[config.mk]
export PLATFORM = sky130hd
export DESIGN_NAME = sm_restore_serial
export DESIGN_NICKNAME = d
export VERILOG_FILES = /design/src/rtl/sm_restore_serial_pkg.sv /design/src/rtl/sm_restore_serial_fa.sv /design/src/rtl/sm_restore_serial.sv
export SDC_FILE = /design/constraint.sdc
export NUM_CORES = 1
export LEC_CHECK = 0
export CAP_MARGIN = 20
export CORE_UTILIZATION = 45
export CTS_BUF_LIST = sky130_fd_sc_hd__clkbuf_16
export DETAILED_ROUTE_END_ITERATION = 7
export MAX_ROUTING_LAYER = met4
export PLACE_DENSITY = 0.72
export SETUP_SLACK_MARGIN = 0.1
export SLEW_MARGIN = 20
export SYNTH_ARGS = -nofsm -noshare
export SYNTH_HDL_FRONTEND = slang
export SYNTH_HIERARCHICAL = 1
export SYNTH_SLANG_ARGS = --single-unit
[constraint.sdc]
create_clock -name clk -period 1.4 [get_ports clk]
set_input_delay 0.21 -clock clk [delete_from_list [all_inputs] [get_ports clk]]
set_output_delay 0.21 -clock clk [all_outputs]
set_load 0.05 [all_outputs]
[src/rtl/sm_restore_serial_pkg.sv]
// Shared definitions for the serial sign-magnitude restore block: FSM states,
// default operand width and bit-counter sizing.
package sm_restore_serial_pkg;

    typedef enum logic [1:0] {
        ST_IDLE = 2'd0,
        ST_RUN  = 2'd1,
        ST_DONE = 2'd2
    } state_t;

    localparam int DEFAULT_WIDTH = 4;

    // One extra bit so the counter can always hold WIDTH-1 (WIDTH=1 still gets one bit).
    function automatic int cnt_width(input int w);
        return $clog2(w) + 1;
    endfunction

endpackage

[src/rtl/sm_restore_serial_fa.sv]
// One-bit full adder cell used as the per-bit stage of the serial datapath.
module sm_restore_serial_fa (
    input  logic i_x,
    input  logic i_y,
    input  logic i_c,
    output logic o_s,
    output logic o_c
);

    assign o_s = i_x ^ i_y ^ i_c;
    assign o_c = (i_x & i_y) | (i_x & i_c) | (i_y & i_c);

endmodule

[src/rtl/sm_restore_serial.sv]
// Bit-serial reconstruction of a from (|a-b|, a<b, b): a = b + mag or b - mag,
// one bit per clock LSB first, with ovf reporting carry (add) or borrow (subtract).
module sm_restore_serial
    import sm_restore_serial_pkg::*;
#(
    parameter int WIDTH = DEFAULT_WIDTH
) (
    input  logic             clk,
    input  logic             rst,
    input  logic             in_valid,
    output logic             in_ready,
    input  logic [WIDTH-1:0] mag,
    input  logic             neg,
    input  logic [WIDTH-1:0] b,
    output logic             out_valid,
    input  logic             out_ready,
    output logic [WIDTH-1:0] a,
    output logic             ovf,
    output state_t           dbg_state
);

    // Handshake: an operand set transfers on a rising edge where in_valid && in_ready;
    // a result transfers on a rising edge where out_valid && out_ready. Neither
    // ready/valid depends combinationally on the other side.

    localparam int CW = cnt_width(WIDTH);

    if (WIDTH < 1 || WIDTH > 16) begin : g_width_check
        $error("sm_restore_serial: WIDTH must be in 1..16");
    end

    state_t           r_state;
    logic [WIDTH-1:0] r_b_sh;
    logic [WIDTH-1:0] r_mag_sh;
    logic [WIDTH-1:0] r_res;
    logic             r_neg;
    logic             r_carry;
    logic [CW-1:0]    r_cnt;
    logic [WIDTH-1:0] r_a;
    logic             r_ovf;
    logic             r_in_ready;
    logic             r_out_valid;

    logic             w_x;
    logic             w_y;
    logic             w_sum;
    logic             w_cout;
    logic             w_last;
    logic [WIDTH-1:0] w_res_next;

    // Subtraction is b + ~mag + 1: the +1 comes from seeding carry with neg.
    assign w_x    = r_b_sh[0];
    assign w_y    = r_mag_sh[0] ^ r_neg;
    assign w_last = (r_cnt == CW'(WIDTH - 1));

    sm_restore_serial_fa u_fa (
        .i_x (w_x),
        .i_y (w_y),
        .i_c (r_carry),
        .o_s (w_sum),
        .o_c (w_cout)
    );

    always_comb begin
        w_res_next            = r_res >> 1;
        w_res_next[WIDTH-1]   = w_sum;
    end

    always_ff @(posedge clk) begin
        if (rst) begin
            r_state     <= ST_IDLE;
            r_b_sh      <= '0;
            r_mag_sh    <= '0;
            r_res       <= '0;
            r_neg       <= 1'b0;
            r_carry     <= 1'b0;
            r_cnt       <= '0;
            r_a         <= '0;
            r_ovf       <= 1'b0;
            r_in_ready  <= 1'b1;
            r_out_valid <= 1'b0;
        end else begin
            case (r_state)
                ST_IDLE: begin
                    if (in_valid) begin
                        r_b_sh     <= b;
                        r_mag_sh   <= mag;
                        r_neg      <= neg;
                        r_carry    <= neg;
                        r_cnt      <= '0;
                        r_in_ready <= 1'b0;
                        r_state    <= ST_RUN;
                    end
                end
                ST_RUN: begin
                    r_res    <= w_res_next;
                    r_carry  <= w_cout;
                    r_b_sh   <= r_b_sh >> 1;
                    r_mag_sh <= r_mag_sh >> 1;
                    r_cnt    <= r_cnt + CW'(1);
                    if (w_last) begin
                        r_a         <= w_res_next;
                        r_ovf       <= w_cout ^ r_neg;
                        r_out_valid <= 1'b1;
                        r_state     <= ST_DONE;
                    end
                end
                ST_DONE: begin
                    if (out_ready) begin
                        r_out_valid <= 1'b0;
                        r_in_ready  <= 1'b1;
                        r_state     <= ST_IDLE;
                    end
                end
                default: begin
                    r_out_valid <= 1'b0;
                    r_in_ready  <= 1'b1;
                    r_state     <= ST_IDLE;
                end
            endcase
        end
    end

    assign in_ready  = r_in_ready;
    assign out_valid = r_out_valid;
    assign a         = r_a;
    assign ovf       = r_ovf;
    assign dbg_state = r_state;

endmodule

==> flow_summary.ini <==
[pwr]
static-leakage-power_nw = 0.589
ir_drop_v = 0.000635
power_w = 0.00168
power.density_mw_per_mm2 = 1080

[timing]
finalSetupTns_ns = 0
finalCritPeriodShare_pct = 91.8
rsz0062_at_grt = true
clock.fmax_ghz = 0.778
layout_setup_ws_ns = 0.114
slew_headroom_pct = 81.2
tightest_slew_ns = 0.282
setup_viol = 0
hold_viol = 0
clock_skew_ns = 0.00293
period_minus_slack_ns = 1.29
slew_viol_final = 0

[critical_path]
worstPathRequired_ns = 1.59
reg2regPathDepth = 4
crit_chain = xor2_1 -> fa_2 -> nand3_2 -> a21oi_2
cpMaxStageDelayCell = fa_2
critical_path_class = flop to flop
path_max_fanout = 2
end_kind = flop
slowest_delay_ns = 0.54
cp-start-kind = flop
crit_arrival_ns = 1.48

[drt]
wl_um = 2250
wl_per_cell_um = 13.4
vias = 913
first_pass_iters = 4
initialDrtViolationCount = 21
via_per_inst = 5.43
postRouteAntennaNets = 0
drc = 0

[logic_synthesis]
synth_seq_cells = 25
ys_async_sr_fraction_pct = 0
synthTopCellsByArea = dfxtp_1 45%, a211oi_2 6.7%, mux2i_1 6.3%
synth_commonest_cells = 25 x dfxtp_1, 13 x nand2_1, 12 x a21oi_1, 12 x nor2_1, 7 x mux2i_1
avgSynthCellArea_um2 = 9.75
synth_area_mm2 = 0.00112
netlist.area_leader.share_pct = 44.6
syn-num-nets = 131
synth.most_common_cell = dfxtp_1
synth_enable_flop_cells = 0
yosysUniqueCellTypes = 31
yosys_warnings = 6
yosysSeqAreaShare_pct = 44.6
ys.flop_type = dfxtp_1
yosysTopAreaCell = dfxtp_1
synth_cells = 115

[clock_tree]
clk_pin_slew_ns = 0.06
cts.sinks = 25
root_buffer = clkbuf_16
cts_tree = yes
htree_levels = 1
insertion_delay_ns = 0.25
cts_max_path_buffers = 2
ctsHoldBuffers = 0
cts_buffers = 3

[grt]
gr-total-overflow = 0
grtUsageTotal_pct = 18.7
antenna_found_initial = 0
grt_pass1_vias = 874
grt_max_degree = 15
grt_pass1_wl_um = 3650

[floorplan]
io_pins = 22
fp.dieW_um = 51.9
dieArea_mm2 = 0.00269
die_h_um = 51.9
core_mm2 = 0.00228
initial_core_util_pct = 49.3
fp-row-count = 17

[cells_and_area]
utilization_pct = 68.3
nets = 157
diodes = 0
drive_above_1_share_pct = 30.0
instances_no_fill = 168
syn2layout_area_growth_pct = 38.6

[placed_design]
dp_cells = 163
dp_hpwl_um = 1590
gp_congestion = 0.788
numPortBuffers = 21
pre_cts_slack_ns = 0.00357

[job]
maxCapViolCount = 0

[outcome]
status = finished clean

[min_path]
min_path_cells = 2
hold_path.class = flop to flop
[registers in the layout, summed over array words and instances, names as in the netlist]
signal and count:
r_mag_sh 4, out_valid 1, a 4, ovf 1, r_cnt 3, dbg_state 2
r_neg 1, r_carry 1, in_ready 1, r_b_sh 4, r_res 3
[layout make-up]
cell class / instances / area (µm²)
Fill cell: 163 / 722
Timing Repair Buffer: 29 / 360
Inverter: 1 / 3.75
Sequential cell: 25 / 505
Clock inverter: 1 / 5.00
Tap cell: 28 / 35.0
Clock buffer: 3 / 75.1
Multi-Input combinational cell: 81 / 569
[what timing repair did]
action | CTS | global route
setup endpoints to repair | 3 | 10
resized for setup | 4 | 2
cloned | 0 | 0
pin swaps | 2 | 2
setup buffers | 1 | 0
[worst max-delay path: cells and delay by family (launching register included)]
kind / cells / cell delay [ns]
AND/OR/NAND/NOR: 1 / 0.08
XOR/XNOR: 1 / 0.16
AO/OA/AOI/OAI: 1 / 0.11
adder cells (fa/ha/maj): 1 / 0.54
flip-flops: 1 / 0.32
[worst paths after layout]
path,start,end,slack (ns)
hold reg to reg,r_res[1]$_SDFFE_PP0P_,r_res[1]$_SDFFE_PP0P_,0.46
hold / removal,r_res[1]$_SDFFE_PP0P_,r_res[1]$_SDFFE_PP0P_,0.46
setup / recovery,r_neg$_SDFFE_PP0P_,a[3]$_SDFFE_PP0P_,0.11
setup reg to reg,r_neg$_SDFFE_PP0P_,a[3]$_SDFFE_PP0P_,0.11
[layer usage]
layer	share of wire [%]	GRT usage, %	routed length (µm)	vias up
met5	0	-	0	-
met4	2.1	9.91	47	0
met3	2.9	1.75	65	6
met2	50	29.7	1130	20
met1	45	23.5	1010	434
li1	-	-	-	453
[per-stage QoR]
stage / cell area [µm²] / hold slack (ns)
2_1_floorplan: 1130 / 0.346
3_5_place_dp: 1450 / 0.458
6_report: 1550 / 0.464
3_3_place_gp: 1450 / 0.444
5_1_grt: 1550 / 0.492
4_1_cts: 1550 / 0.467
[layout by cell type, fill, tap and decap left out]
master,instances
clkdlybuf4s50_1,12
a21oi_2,1
nand3_2,1
mux2i_1,7
nor3b_2,1
o21ba_4,1
nor3_1,1
o21ai_0,1
a211oi_1,2
a22oi_1,3
o32ai_1,1
nand3_1,4
nand3b_2,1
a21oi_1,11
nor2b_2,1
ha_1,1
buf_4,8
ha_2,1
inv_1,1
clkbuf_16,3
or2b_1,1
a211oi_2,6
nor2_2,3
nor2_1,12
nand2b_1,2
xor2_1,2
nand2_1,13
o21bai_1,1
buf_12,9
dfxtp_2,4
clkinv_2,1
dfxtp_1,21
a2bb2oi_1,2
fa_2,1
[kinds of logic (layout without fill, tap and decap cells)]
| kind of cell | count (synthesis) | after routing | synth area share, % |
|---|---|---|---|
| adders and majority gates | 3 | 3 | 4.02 |
| DFF | 25 | 25 | 44.6 |
| and+or+nand+nor | 40 | 40 | 17.2 |
| xor gates and xnor gates | 2 | 2 | 1.56 |
| AOI/OAI and AO/OA | 29 | 29 | 20.3 |
| muxes | 7 | 7 | 6.25 |
| buffers and inverters | 9 | 34 | 6.03 |
[report_power, final]
| part | switching (W) | internal [W] |
|---|---|---|
| Clock | 0.000240 | 0.000384 |
| Sequential | 0.0000387 | 0.000751 |
| Combinational | 0.000130 | 0.000141 |
(Power assumes the default switching activity.)
